[src/rtl/jogo_memoria_pkg.sv]
// Shared definitions for the memory game: FSM state encodings and state-code width.
package jogo_memoria_pkg;

  localparam int ESTADO_W = 4;

  typedef enum logic [ESTADO_W-1:0] {
    INICIAL    = 4'h0,
    PREPARACAO = 4'h1,
    ESPERA     = 4'h2,
    REGISTRA   = 4'h4,
    COMPARA    = 4'h5,
    PROXIMO    = 4'h6,
    ACERTO     = 4'hA,
    ERRO       = 4'hE,
    ESGOTADO   = 4'hD
  } estado_t;

endpackage

[src/rtl/jogo_memoria_uc.sv]
// Control unit of the memory game: Moore FSM sequencing prepare/wait/register/compare.
// Macro JOGO_TIMEOUT_EN enables the ESGOTADO timeout flag.
module jogo_memoria_uc
  import jogo_memoria_pkg::*;
(
  input  logic                clock,
  input  logic                reset,
  input  logic                iniciar,
  input  logic                borda,
  input  logic                igual,
  input  logic                fim,
  input  logic                esgotou,
  output logic                zera,
  output logic                registra,
  output logic                conta,
  output logic                pode_carregar,
  output logic                pronto,
  output logic                acertou,
  output logic                errou,
  output logic                timeout,
  output logic [ESTADO_W-1:0] db_estado
);

  estado_t estado;
  estado_t proximo;

  always_ff @(posedge clock) begin
    if (!reset) begin
      estado <= INICIAL;
    end else begin
      estado <= proximo;
    end
  end

  always_comb begin
    proximo       = estado;
    zera          = 1'b0;
    registra      = 1'b0;
    conta         = 1'b0;
    pode_carregar = 1'b0;
    pronto        = 1'b0;
    acertou       = 1'b0;
    errou         = 1'b0;
    timeout       = 1'b0;
    case (estado)
      INICIAL: begin
        pode_carregar = 1'b1;
        if (iniciar) proximo = PREPARACAO;
      end
      PREPARACAO: begin
        zera    = 1'b1;
        proximo = ESPERA;
      end
      // A play edge takes priority over an expiring timeout on the same cycle.
      ESPERA: begin
        if (borda) begin
          proximo = REGISTRA;
        end else if (esgotou) begin
          proximo = ESGOTADO;
        end
      end
      REGISTRA: begin
        registra = 1'b1;
        proximo  = COMPARA;
      end
      COMPARA: begin
        if (!igual) begin
          proximo = ERRO;
        end else if (fim) begin
          proximo = ACERTO;
        end else begin
          proximo = PROXIMO;
        end
      end
      PROXIMO: begin
        conta   = 1'b1;
        proximo = ESPERA;
      end
      ACERTO: begin
        pode_carregar = 1'b1;
        pronto        = 1'b1;
        acertou       = 1'b1;
        if (iniciar) proximo = PREPARACAO;
      end
      ERRO: begin
        pode_carregar = 1'b1;
        pronto        = 1'b1;
        errou         = 1'b1;
        if (iniciar) proximo = PREPARACAO;
      end
      ESGOTADO: begin
        pode_carregar = 1'b1;
        pronto        = 1'b1;
`ifdef JOGO_TIMEOUT_EN
        timeout       = 1'b1;
`endif
        if (iniciar) proximo = PREPARACAO;
      end
      default: proximo = INICIAL;
    endcase
  end

  assign db_estado = estado;

endmodule

[src/rtl/jogo_memoria_param.sv]
// Memory game top: sequence memory, index, play register, edge detect and optional
// per-play timeout counter (enabled by macro JOGO_TIMEOUT_EN); control in jogo_memoria_uc.
module jogo_memoria_param
  import jogo_memoria_pkg::*;
#(
  parameter int WIDTH          = 4,
  parameter int DEPTH          = 16,
  parameter int TIMEOUT_CYCLES = 5000,
  localparam int AW            = $clog2(DEPTH)
)(
  input  logic                clock,
  input  logic                reset,
  input  logic                iniciar,
  input  logic [WIDTH-1:0]    chaves,
  input  logic                jogada,
  input  logic                carrega,
  input  logic [AW-1:0]       carga_end,
  input  logic [WIDTH-1:0]    carga_dado,
  output logic                pronto,
  output logic                acertou,
  output logic                errou,
  output logic                timeout,
  output logic [AW-1:0]       db_contagem,
  output logic [WIDTH-1:0]    db_memoria,
  output logic [WIDTH-1:0]    db_chaves,
  output logic [ESTADO_W-1:0] db_estado,
  output logic                db_igual
);

  localparam logic [AW-1:0] ULTIMO  = AW'(DEPTH - 1);
  localparam logic [AW:0]   DEPTH_L = (AW + 1)'(DEPTH);

  logic [WIDTH-1:0] mem [0:DEPTH-1];
  logic [AW-1:0]    indice;
  logic [WIDTH-1:0] jogada_reg;
  logic             jogada_d;
  logic             borda;
  logic             igual;
  logic             fim;
  logic             esgotou;
  logic             zera;
  logic             registra;
  logic             conta;
  logic             pode_carregar;

  assign borda = jogada & ~jogada_d;
  assign igual = (jogada_reg == mem[indice]);
  assign fim   = (indice == ULTIMO);

  always_ff @(posedge clock) begin
    if (!reset) begin
      indice     <= '0;
      jogada_reg <= '0;
      jogada_d   <= 1'b0;
    end else begin
      jogada_d <= jogada;
      // The index saturates at the last entry instead of wrapping.
      if (zera) begin
        indice <= '0;
      end else if (conta && !fim) begin
        indice <= indice + 1'b1;
      end
      if (zera) begin
        jogada_reg <= '0;
      end else if (registra) begin
        jogada_reg <= chaves;
      end
    end
  end

  // Sequence memory survives reset; writes only while the game is idle or finished.
  always_ff @(posedge clock) begin
    if (carrega && pode_carregar && ({1'b0, carga_end} < DEPTH_L)) begin
      mem[carga_end] <= carga_dado;
    end
  end

`ifdef JOGO_TIMEOUT_EN
  localparam int            TW     = $clog2(TIMEOUT_CYCLES);
  localparam logic [TW-1:0] LIMITE = TW'(TIMEOUT_CYCLES - 1);

  logic [TW-1:0] tempo;
  logic          em_espera;

  assign em_espera = (db_estado == ESPERA);

  always_ff @(posedge clock) begin
    if (!reset) begin
      tempo <= '0;
    end else if (zera || conta) begin
      tempo <= '0;
    end else if (em_espera) begin
      tempo <= tempo + 1'b1;
    end
  end

  assign esgotou = em_espera && (tempo == LIMITE);
`else
  assign esgotou = 1'b0;
`endif

  jogo_memoria_uc u_uc (
    .clock         (clock),
    .reset         (reset),
    .iniciar       (iniciar),
    .borda         (borda),
    .igual         (igual),
    .fim           (fim),
    .esgotou       (esgotou),
    .zera          (zera),
    .registra      (registra),
    .conta         (conta),
    .pode_carregar (pode_carregar),
    .pronto        (pronto),
    .acertou       (acertou),
    .errou         (errou),
    .timeout       (timeout),
    .db_estado     (db_estado)
  );

  assign db_contagem = indice;
  assign db_memoria  = mem[indice];
  assign db_chaves   = jogada_reg;
  assign db_igual    = igual;

endmodule

[config.mk]
export PLATFORM = sky130hd
export DESIGN_NAME = jogo_memoria_param
export DESIGN_NICKNAME = d
export VERILOG_FILES = /design/src/rtl/jogo_memoria_pkg.sv /design/src/rtl/jogo_memoria_uc.sv /design/src/rtl/jogo_memoria_param.sv
export SDC_FILE = /design/constraint.sdc
export NUM_CORES = 1
export LEC_CHECK = 0
export ABC_CLOCK_PERIOD_IN_PS = 7010
export CORE_MARGIN = 3
export CORE_UTILIZATION = 60
export DETAILED_ROUTE_END_ITERATION = 6
export GPL_TIMING_DRIVEN = 0
export PLACE_DENSITY = 0.82
export SLEW_MARGIN = 40
export SYNTH_ARGS = -nofsm -noshare
export SYNTH_HDL_FRONTEND = slang
export SYNTH_SLANG_ARGS = --single-unit
[constraint.sdc]
create_clock -name clock -period 7.01 [get_ports clock]
set_input_delay 1.402 -clock clock [delete_from_list [all_inputs] [get_ports clock]]
set_output_delay 1.402 -clock clock [all_outputs]
set_load 0.005 [all_outputs]
Word level (Yosys, flattened, before mapping)
Memories as Yosys holds them, arrays and structs flattened. A register that Yosys moved wholly into a read port is not among the register bits.
Cells that the tools add are included.

word-level totals
  bits in registers = 13
  bits in writable memories = 64
  input port bits = 17
  word-level logic and storage cells = 46
  memories kept = 1

memory list
  name  depth  width  read ports  clocked after Yosys merged registers in  wr ports  RTL line                  RTL
  mem   16     4      1           1                                        1         jogo_memoria_param.sv:33  logic [WIDTH-1:0] mem [0:DEPTH-1];

operators by class
  add/sub/neg operators = 1
  eq/ne operators = 12
  mux-type cells = 16
  bitwise operators = 3
  reductions and logical operators = 9

operators with widths
  cell                   count
  $mux W4                6
  $pmux W4 S5            1
  $eq A4 B4 Y1 const B   4
  $eq A4 B3 Y1 const B   3
  $mux W1                9
  $add A4 B1 Y4 const B  1
  $eq A4 B1 Y1 const B   1
  $eq A4 B2 Y1 const B   1
  $eq A4 B4 Y1           1
  $logic_not A4 Y1       1
  $reduce_or A2 Y1       2
  $reduce_or A4 Y1       1
  $reduce_or A3 Y1       1
  $logic_and A1 B1 Y1    2
  $ne A2 B1 Y1 const B   1
  $ne A2 B2 Y1 const B   1
  $not A1 Y1             2
  $reduce_and A2 Y1      1
  $and A1 B1 Y1          1
  $logic_not A1 Y1       1

Depth between registers and ports, before layout
Gate-level depths: netlist (run 1).

  word-level depth = 6
  depth in mapped cells = 8
  gate-level depth less buffers = 6

By module
Synthesis (run 1) repeated with hierarchy kept, for this count alone.

unflattened totals
  cells, all modules = 225
  area, all modules = 3447.1 µm²

modules (own cells, without submodules)
  module              times used  cells each  area each (µm²)  sequential area each (µm²)
  jogo_memoria_param  1           179         3094.2           2182.1
  jogo_memoria_uc     1           46          352.8            80.1

Worst setup path after synthesis (run 1)
Ideal clock, no wire load.

  kind = register to output
  start = register (tool-made name)
  end = output db_igual
  data arrival time = 1.855 ns
  data required time = 5.608 ns
  path slack = 3.753 ns
  cell stages (with the launch flop) = 8
  path through = dfxtp_1 -> buf_6 -> buf_12 -> mux4_1 -> mux2i_1 -> mux2i_1 -> xor2_1 -> nor4_4

RTL lines
  item           RTL line                  RTL
  end, declared  jogo_memoria_param.sv:27  output logic db_igual

==> impl_summary.log, run 1 <==
INFO  metric run_status = finished clean
INFO  metric postSynthNetCount = roughly 260
INFO  metric synthArstFlopShare = 0%
INFO  metric yosysUniqueCellTypes = 46
INFO  metric cp.required = approximately 5600 ps
INFO  metric drtPass1Iterations = 5
INFO  metric post_synthesis_share_of_cell_area_spent_on_full_adders_half_adders_and_majority_gates = less than 1%
INFO  metric die_w = 82.8 um
INFO  metric p_int = approximately 0.8 mW
INFO  metric total_placed_cells_including_tap_cells = 354
INFO  metric insertedDiodeCount = 0
INFO  metric crit_top_cell = sky130_fd_sc_hd__mux2i_1
INFO  metric grt_pass1_wl = 10,500 um
INFO  metric timing.hold.worst.class = reg2reg
INFO  metric timing.final.setup_violations = 0
INFO  metric grt_setup_unrepaired = false
INFO  metric die-height = ~83 um
INFO  metric numCtsBuffers = 9
INFO  metric dieArea = between 6000 and 7000 um2
INFO  metric fp.coreArea = 5610 um2
INFO  metric min_period_over_period = 65.4%
INFO  metric synth_sequential_area_ratio = a little under two thirds
INFO  metric htree_levels = 3
INFO  metric routed_wire_length_per_instance = between 15 and 20 um
INFO  metric power.combinational.fraction = 9.1%
INFO  metric cp_buf_inv_count = 3
INFO  metric number_of_enable_type_register_cells_in_the_synthesized_netlist = 64
INFO  metric postSynthRegisterBits = a little over 80
INFO  metric drt_first_iter_violations = approximately 110
INFO  metric worst_max_slew_pin_slew = around 720 ps
INFO  metric row_count = 27
INFO  metric post_synth_xor_area_fraction = under 10%
INFO  metric fillers = between 300 and 400
INFO  metric power_density = 243 nW/um2
INFO  metric placement.setup.worst_slack = 2820 ps
INFO  metric cts_setup_buffers = 0
INFO  metric slew_headroom = 51.5%
INFO  metric worstSkewPairLatency = approximately 350 ps
INFO  metric ant_nets = 0
INFO  metric post_cts_resized = 0
INFO  metric io_buffer_count = 36
INFO  metric initial_utilization = 63.1%
INFO  metric clock_tree.buffer_depth = 2
INFO  metric syn_inst = 246
INFO  metric layoutNonFillerInstCount = ~370
INFO  metric postSynthAreaPerCell = about 14 um2
INFO  metric vias_per_cell = ~6
INFO  metric grt_start_max_net_pins = 17
INFO  metric timing.reg2reg.setup_slack = roughly 4400 ps
INFO  metric via_count_of_the_first_global_routing_pass = roughly 2,100
INFO  metric power_share_of_the_sequential_group = ~52%
INFO  metric design_area = between 4000 and 5000 um2
INFO  metric syn-cell-area = 3540 um2
INFO  metric timing.clock.skew = around 6.2 ps
INFO  metric io_pins = 38
INFO  metric crit_path_start_kind = register
INFO  metric detailroute.via_count = 2,183
INFO  metric yosys.area_share.simple = 11.4%
INFO  metric clkPwrFrac = just under 40%
INFO  metric critical_path_arrival = ~3200 ps
INFO  metric fmax = ~220 MHz
INFO  metric gp_congestion = between 0.7 and 0.8
INFO  metric worst_path_largest_cell_delay = ~580 ps
INFO  metric synth_area_in_compound_gates = ~4.9%
INFO  metric fin_setup_tns = 0 ps
INFO  metric slowest_stage = sky130_fd_sc_hd__mux4_1
INFO  metric cts.sinks = 81
INFO  metric timing.final.crit_period = 4590 ps
INFO  metric holdBufCountCts = 0
INFO  metric grt-ovfl-total = 0
INFO  metric total_leakage_power = roughly 1.4 nW
INFO  metric synth_ff_type = sky130_fd_sc_hd__edfxtp_1
INFO  metric final_critical_path_setup_slack = ~2400 ps
INFO  metric crit_chain = buf_6, buf_12, mux4_1, mux2i_1, mux2i_1, xor2_1, nor4_4, clkdlybuf4s50_1
INFO  metric fin_total_pwr = 1.03 mW
INFO  metric switching_power = roughly 0.22 mW
INFO  metric finalHoldViolCount = 0
INFO  metric critical_path.endpoint_type = output pin
INFO  metric worstSetupPathType = reg2out
INFO  metric max_transition_viols_final = 0
INFO  metric commonest_cells_after_routing_fill_and_taps_aside = 64 x sky130_fd_sc_hd__edfxtp_1, 36 x sky130_fd_sc_hd__clkdlybuf4s50_1, 30 x sky130_fd_sc_hd__nor2_1
INFO  metric ratio_of_cells_with_drive_above_1_in_the_final_layout = between 10 and 15%
INFO  metric cts_tree = yes
INFO  metric fin_nets = 311
INFO  metric cell_family_contributing_the_most_delay_on_the_critical_path = multiplexers
INFO  metric cts_root_buffer = sky130_fd_sc_hd__clkbuf_8
INFO  metric syn2layout_area_growth = 19.7%
INFO  metric detailedPlacementHpwl = 4620 um
INFO  metric worst-path-max-fanout = 10
INFO  metric max_cap_violations = 0
INFO  metric antenna_found_initial = 0
INFO  metric mostFrequentLayoutCell = sky130_fd_sc_hd__edfxtp_1
INFO  metric totalWireLength = 6560 um
INFO  metric place_area = ~4000 um2
INFO  metric worst_setup_hold_path_clk_slew = ~80 ps
INFO  metric irDropWorstVdd = 152 uV
INFO  metric fin_hold_ws = approximately 540 ps
INFO  metric synthMuxAreaShare = around 15%
INFO  metric ys.warnings.count = 0
INFO  metric final_core_utilization = about three quarters
INFO  metric global_route.usage.total = between 20% and 30%
INFO  metric sw_frac_of_total = 21.6%
INFO  metric synth_top_family_by_area = multiplexers
INFO  metric drt_drc_violations_left = 0
[cell usage after synthesis, types with 2 or more instances]
| master | number | share of area, % |
|---|---|---|
| sky130_fd_sc_hd__mux4_1 | 4 | 3.0 |
| sky130_fd_sc_hd__nand2_1 | 11 | 1.2 |
| sky130_fd_sc_hd__buf_4 | 2 | 0.42 |
| sky130_fd_sc_hd__or3_1 | 3 | 0.53 |
| sky130_fd_sc_hd__nand3b_1 | 2 | 0.42 |
| sky130_fd_sc_hd__o21ai_0 | 9 | 1.3 |
| sky130_fd_sc_hd__inv_1 | 4 | 0.42 |
| sky130_fd_sc_hd__mux2i_1 | 22 | 6.2 |
| sky130_fd_sc_hd__mux4_2 | 8 | 5.1 |
| sky130_fd_sc_hd__nor2b_1 | 4 | 0.71 |
| sky130_fd_sc_hd__clkbuf_1 | 4 | 0.42 |
| sky130_fd_sc_hd__buf_6 | 2 | 0.64 |
| sky130_fd_sc_hd__buf_2 | 2 | 0.28 |
| sky130_fd_sc_hd__nand2b_1 | 5 | 0.88 |
| sky130_fd_sc_hd__nor3_1 | 9 | 1.3 |
| sky130_fd_sc_hd__xor2_1 | 3 | 0.74 |
| sky130_fd_sc_hd__dfxtp_1 | 17 | 9.6 |
| sky130_fd_sc_hd__edfxtp_1 | 64 | 54 |
| sky130_fd_sc_hd__a21oi_1 | 10 | 1.4 |
| sky130_fd_sc_hd__or2_2 | 2 | 0.35 |
| sky130_fd_sc_hd__nor2_1 | 30 | 3.2 |
| sky130_fd_sc_hd__nand3_1 | 4 | 0.57 |
| sky130_fd_sc_hd__nor4_1 | 2 | 0.35 |
[cell families after synthesis]
family / count (synthesis)
and+or+nand+nor: 79
buffers and inverters: 16
other: 1
muxes: 36
xor gates and xnor gates: 4
DFF: 81
adders and majority gates: 1
AOI/OAI and AO/OA: 28
[layout make-up]
cell class,instances,area (um2),area share (%)
Sequential cell,81,2260,53.4
Multi-Input combinational cell,149,1180,27.9
Timing Repair Buffer,36,360,8.51
Clock buffer,9,124,2.93
Clock inverter,6,115,2.72
Tap cell,72,90.1,2.13
Buffer,11,82.6,1.95
Inverter,5,18.8,0.443
[power by group through the flow]
| stage | clock [mW] | combinational (mW) | sequential [mW] |
|---|---|---|---|
| floorplan | 0 | 0.0530 | 0.545 |
| global placement | 0 | 0.0901 | 0.546 |
| detailed placement | 0 | 0.0922 | 0.546 |
| CTS | 0.408 | 0.0929 | 0.535 |
| global route | 0.430 | 0.104 | 0.537 |
| finish | 0.401 | 0.0933 | 0.535 |
[flip-flops by register name, summed over array words and instances (netlist names), named ones only]
| register | cells |
|---|---|
| db_chaves | 4 |
| db_contagem | 4 |
| jogada_d | 1 |
| mem | 64 |
| u_uc.db_estado | 4 |
[routing by layer]
metal | routed length [um] | share of wire (%) | global-route usage [%] | up-vias
met2 | 3270 | 50 | 35.0 | 97
met1 | 2600 | 40 | 28.0 | 1045
li1 | - | - | - | 1029
met5 | 0 | 0 | 0 | -
met4 | 137 | 2.1 | 8.99 | 0
met3 | 547 | 8.3 | 6.59 | 12
[worst min-delay path, cell delays in order (launching register included)]
cell                      delay (ps)
sky130_fd_sc_hd__dfxtp_1         340
sky130_fd_sc_hd__o21ai_0          80
sky130_fd_sc_hd__a21oi_1          70
[worst paths after layout]
path                          start  depth (start not counted)             end
setup / recovery           register                          8        db_igual
hold / removal       db_contagem[3]                          2  db_contagem[3]
setup reg to reg  u_uc.db_estado[0]                          7       mem[0][2]
hold reg to reg      db_contagem[3]                          2  db_contagem[3]
(Power assumes the default switching activity.)
==> run 2, diff against run 1 <==
Settings changed: ABC_CLOCK_PERIOD_IN_PS 7010 to 3700, CORE_UTILIZATION 60 to 50, PLACE_DENSITY 0.82 to 0.73.
Clock period 7.01 ns to 3.7 ns, I/O delays scaled along.
==> impl_summary.log, run 2 (synthesis results as in run 1) <==
INFO  metric critical_path.endpoint_type = output pin
INFO  metric timing.final.crit_period = 3260 ps
INFO  metric final_critical_path_setup_slack = 438 ps (-1980 ps)
INFO  metric cts_tree = yes
INFO  metric slowest_stage = sky130_fd_sc_hd__mux4_1
INFO  metric largest_register_ff_count = 64 (unchanged)
INFO  metric holdBufCountCts = 0 (unchanged)
INFO  metric grt_start_max_net_pins = 17 (unchanged)
INFO  metric crit_path_start_kind = register
INFO  metric dieArea = 8120 um2 (+18%)
INFO  metric min_period_over_period = 88.2%
INFO  metric finalHoldViolCount = 0 (unchanged)
INFO  metric crit_top_cell = sky130_fd_sc_hd__mux2i_1
INFO  metric antenna_found_initial = 0 (unchanged)
INFO  metric htree_levels = 3 (unchanged)
INFO  metric fin_hold_ws = 540 ps (+0.198 ps)
INFO  metric routed_wire_length_per_instance = 17.4 um (-2.0%)
INFO  metric cts.sinks = 81 (unchanged)
INFO  metric worstSetupPathType = reg2out
INFO  metric clock_tree.buffer_depth = 2 (unchanged)
INFO  metric vias_per_cell = 5.56 (-5.9%)
INFO  metric worst_path_largest_cell_delay = 600 ps (+20 ps)
INFO  metric total_leakage_power = 1.36 nW (-0.34%)
INFO  metric detailedPlacementHpwl = 4910 um (+6.2%)
INFO  metric io_buffer_count = 36 (unchanged)
INFO  metric via_count_of_the_first_global_routing_pass = 2,084 (+0.19%)
INFO  metric max_cap_violations = 0 (unchanged)
INFO  metric timing.clock.skew = 12.0 ps (+5.76 ps)
INFO  metric run_status = finished clean
INFO  metric ratio_of_cells_with_drive_above_1_in_the_final_layout = 14.0% (+0.24 points)
INFO  metric fin_nets = 312 (+0.32%)
INFO  metric worst_max_slew_pin_slew = 707 ps (-16.2 ps)
INFO  metric regMostFlops = mem
INFO  metric fillers = 537 (+51%)
INFO  metric max_transition_viols_final = 0 (unchanged)
INFO  metric commonest_cells_after_routing_fill_and_taps_aside = 64 x sky130_fd_sc_hd__edfxtp_1, 35 x sky130_fd_sc_hd__clkdlybuf4s50_1, 30 x sky130_fd_sc_hd__nor2_1
INFO  metric totalWireLength = 6890 um (+5.0%)
INFO  metric global_route.usage.total = 17.7% (-4.2 points)
INFO  metric drtPass1Iterations = 4 (-1)
INFO  metric irDropWorstVdd = 316 uV (+110%)
INFO  metric placement.setup.worst_slack = 291 ps (-2530 ps)
INFO  metric fmax = approximately 310 MHz
INFO  metric worst_setup_hold_path_clk_slew = 80 ps (about the same)
INFO  metric critical_path_arrival = 2520 ps (-670 ps)
INFO  metric drt_drc_violations_left = 0 (unchanged)
INFO  metric grt_pass1_wl = 11,000 um (+4.9%)
INFO  metric numCtsBuffers = 9 (unchanged)
INFO  metric drt_first_iter_violations = 171 (+63%)
INFO  metric fin_setup_tns = 0 ps (unchanged)
INFO  metric insertedDiodeCount = 0 (unchanged)
INFO  metric slew_headroom = 52.5% (+1.0 points)
INFO  metric io_pins = 38 (unchanged)
INFO  metric detailroute.via_count = 2,198 (+0.69%)
INFO  metric timing.final.setup_violations = 0 (unchanged)
INFO  metric die-height = 90.1 um (+8.9%)
INFO  metric fp.coreArea = 6830 um2 (+22%)
INFO  metric syn2layout_area_growth = 19.6% (about the same)
INFO  metric crit_chain = buf_6, buf_12, mux4_1, mux2i_1, mux2i_1, xor2_1, nor4_4, dlymetal6s2s_1
INFO  metric grt-ovfl-total = 0 (unchanged)
INFO  metric power_density = 431 nW/um2 (+77%)
INFO  metric mostFrequentLayoutCell = sky130_fd_sc_hd__edfxtp_1
INFO  metric cts_root_buffer = sky130_fd_sc_hd__clkbuf_8
INFO  metric worst-path-max-fanout = 10 (unchanged)
INFO  metric ant_nets = 0 (unchanged)
INFO  metric die_w = 90.1 um (+8.9%)
INFO  metric initial_utilization = 51.8% (-11 points)
INFO  metric grt_setup_unrepaired = false
INFO  metric worstSkewPairLatency = 340 ps (about the same)
INFO  metric timing.hold.worst.class = reg2reg
INFO  metric final_core_utilization = 61.9% (-14 points)
INFO  metric cp.required = 2960 ps (-2650 ps)
INFO  metric row_count = 30 (+11%)
INFO  metric gp_congestion = 0.807 (+0.90%)
## run 2: cell count changes in the layout (fill, tap and decap cells not counted), sizes merged
cell	previous run	this run
bufinv	3	1
clkinvlp	1	3
buf	7	8
clkbuf	13	14
clkdlybuf4s50	36	35
clkinv	0	1
dlymetal6s2s	0	1
inv	7	6
## run 2: final timing paths
| path | from | to | slack, ps | cells past startpoint |
|---|---|---|---|---|
| worst max-delay path | register | db_igual | 440 | 8 |
| worst min-delay path | db_contagem[1] | register | 540 | 2 |
| worst max register to register | u_uc.db_estado[0] | mem[0][3] | 1030 | 7 |
| worst min register to register | db_contagem[1] | register | 540 | 2 |
## run 2: metal layers
layer | vias up | share of wire, % | GRT usage, %
met4 | 0 | 2.1 | 8.29
li1 | 1031 | - | -
met1 | 1061 | 43 | 24.2
met5 | - | 0 | 0
met3 | 11 | 7.6 | 4.52
met2 | 95 | 48 | 26.7
## run 2: stage by stage
stage          area, um2  instances  power, mW
3_3_place_gp        4020        378       1.21
6_report            4230        395       1.82
2_1_floorplan       3540        246       1.13
5_1_grt             4230        395       1.89
4_1_cts             4230        395       1.83
3_5_place_dp        4030        378       1.21
## run 2: final cells by class
class | count | area (um2) | share of cell area, %
buffer | 11 | 85.1 | 2.01
clock buffer | 10 | 128 | 3.02
clock inverter | 6 | 66.3 | 1.57
inverter | 5 | 18.8 | 0.444
multi-input combinational | 149 | 1180 | 27.9
sequential | 81 | 2260 | 53.5
tap | 96 | 120 | 2.84
timing repair buffer | 37 | 370 | 8.75
## run 2: repair_timing
action                                  in CTS  in global routing
pin swaps                                    1                  0
cloned                                       0                  0
setup buffers                                1                  0
endpoints found under the setup margin       1                  1
resized for setup                            1                  1
## run 2: critical path, delay by kind of cell, from the launching register on
| kind | cells | cell delay [ps] |
|---|---|---|
| buf+inv | 3 | 440 |
| flops | 1 | 330 |
| mux | 3 | 910 |
| simple gates | 1 | 310 |
| xor+xnor | 1 | 190 |
## run 2: report_power, final
part | internal (mW) | total [mW] | switching [mW]
Sequential | 1.00 | 1.01 | 0.0123
Combinational | 0.0779 | 0.179 | 0.101
Clock | 0.313 | 0.629 | 0.316
Total | 1.39 | 1.82 | 0.429
==> variant, RTL diff (settings of run 1) <==
Set the parameter `WIDTH` to 6 (it was 4).
--- a/src/rtl/jogo_memoria_param.sv
+++ b/src/rtl/jogo_memoria_param.sv
@@ -3,7 +3,7 @@
 module jogo_memoria_param
   import jogo_memoria_pkg::*;
 #(
-  parameter int WIDTH          = 4,
+  parameter int WIDTH          = 6,
   parameter int DEPTH          = 16,
   parameter int TIMEOUT_CYCLES = 5000,
   localparam int AW            = $clog2(DEPTH)
Interface: changed (resized carga_dado, chaves, db_chaves and db_memoria); port bits go from 38 to 46. No check against the original RTL was run, so the function may have changed too.
==> variant against run 1 <==
  * Wire length rose by 62%
  * Combinational power rose by 47%
  * First-iteration DRC count rose by 140%
  * Final area rose by 41%
  * Synthesized cell count rose by 27%
  * Count of clock-buffer cells in the layout rose by 8
  * Power rose by 62%
  * Cell count rose by 33%
  * Sequential cell count rose by 34
  * Synthesized area rose by 37%
  * Clock power rose by 90%
  * Worst setup slack got worse by 600 ps
==> variant: results (changes against run 1) <==
Synth
  – Count of distinct cell types in the synthesized netlist: 50 (+8.7%)
  – Most used standard cells in the synthesized netlist: 96 x sky130_fd_sc_hd__edfxtp_1, 32 x sky130_fd_sc_hd__mux2i_1, 27 x sky130_fd_sc_hd__nor2_1
  – Leading cell types by total area after synthesis: sky130_fd_sc_hd__edfxtp_1 60%, sky130_fd_sc_hd__dfxtp_1 7.9%, sky130_fd_sc_hd__mux2i_1 6.6%
  – Share of synthesized area occupied by flip-flops and latches: 67.4% (+3.5 points)
  – Count of flip-flops with a built-in enable after synthesis: 96 (+50%)
  – Synthesized netlist net count: 334 (+27%)

GRT
  – Wire length of the first global-routing pass: 16300 um (+56%)

Power
  – Static Leak: 1.91 nW (+40%)
  – Comb. pwr: 0.137 mW (+47%)
  – Worst VDD drop: 213 uV (+40%)
  – Clock network power consumption: 0.762 mW (+90%)
  – Sw power: 0.389 mW (+75%)
  – Switching share of total power: 23.3% (+1.7 points)

Clock tree
  – TritonCTS Buffers: 17 (+8)
  – H-tree depth: 4 (+1)
  – Worst-path clk slew: 60 ps (-20 ps)
  – Worst-Skew Late Latency: 510 ps (+160 ps)

Routing
  – Total Wirelength: 10600 um (+62%)
  – Number of detailed-route iterations in the first pass: 4 (-1)
  – Vias after detailed routing: 3031 (+39%)

Place
  – Worst slack at placement: 2400 ps (-424 ps)
  – DP HPWL: 7020 um (+52%)
  – Count of input and output buffers: 44 (+22%)
  – Cell area after placement: 5430 um2 (+36%)

Worst setup path
  – Max incr delay on CP: 560 ps (-20 ps)
  – Worst reg2reg setup slack: 4070 ps (-370 ps)
  – End of the worst register-to-register path: mem[11][5]
  – Critical-path cell with the highest stage delay: sky130_fd_sc_hd__buf_1
  – Crit-path leading delay family: buffers and inverters

Min path
  – Startpoint of the tightest hold check path: db_chaves[5]
  – Hold Path Sink: db_chaves[5]

Timing
  – Least-Margin Pin Slew: 783 ps (+60.5 ps)
  – Skew final: 10.3 ps (+4.07 ps)

Finish
  – Share of final-layout standard cells stronger than drive strength 1: 15.2% (+1.4 points)
  – Number of flip-flops in the largest register: 96 (+50%)

Status
  – Outcome: finished clean
## variant: cell count changes after synthesis, sizes merged, moves of 3 or more
cell	change
mux2i	+9
and2	+5
o21ai	-4
a22oi	+6
nor4	-3
edfxtp	+32
mux4	+3
or3b	+3
nor2	-3
## variant: cells by family (layout without fill, tap and decap cells)
| logic type | count (synthesis) | after routing | share of synthesized area, % |
|---|---|---|---|
| xor+xnor | 4 | 4 | 0.724 |
| other cells | 1 | 1 | 0.0775 |
| buf+inv | 17 | 93 | 1.84 |
| fa+ha+maj | 1 | 1 | 0.258 |
| simple gates | 83 | 83 | 9.26 |
| flops | 115 | 115 | 67.4 |
| mux | 49 | 49 | 14.3 |
| compound gates | 42 | 42 | 6.13 |
## variant: cell type report
type,count,area (um2)
clock buffer,17,414
clock inverter,15,118
sequential,115,3260
multi-input combinational,180,1510
fill,461,1800
timing repair buffer,44,440
inverter,3,11.3
buffer,14,77.6
tap,102,128
## variant: worst max path at each step
| stage | slack, ps | endpoint |
|---|---|---|
| global placement | 2410 | db_igual |
| global route | 1500 | db_igual |
| finish | 1820 | db_igual |
| CTS | 1780 | db_igual |
| floorplan | 3450 | db_igual |
| detailed placement | 2400 | db_igual |
## variant: layer usage
layer	vias to the layer above	GRT usage [%]	share of wire, %
met4	0	9.24	2.1
li1	1350	-	-
met3	21	7.11	7.9
met5	-	0	0
met2	145	41.2	51
met1	1515	32.3	39
## variant: stage by stage
step / std cells / utilization [%] / hold slack (ps)
2_1_floorplan: 312 / - / 495
3_3_place_gp: 458 / 69.6 / 506
3_5_place_dp: 458 / 69.9 / 538
4_1_cts: 490 / 76.8 / 555
5_1_grt: 490 / 76.8 / 585
6_report: 490 / 76.8 / 549
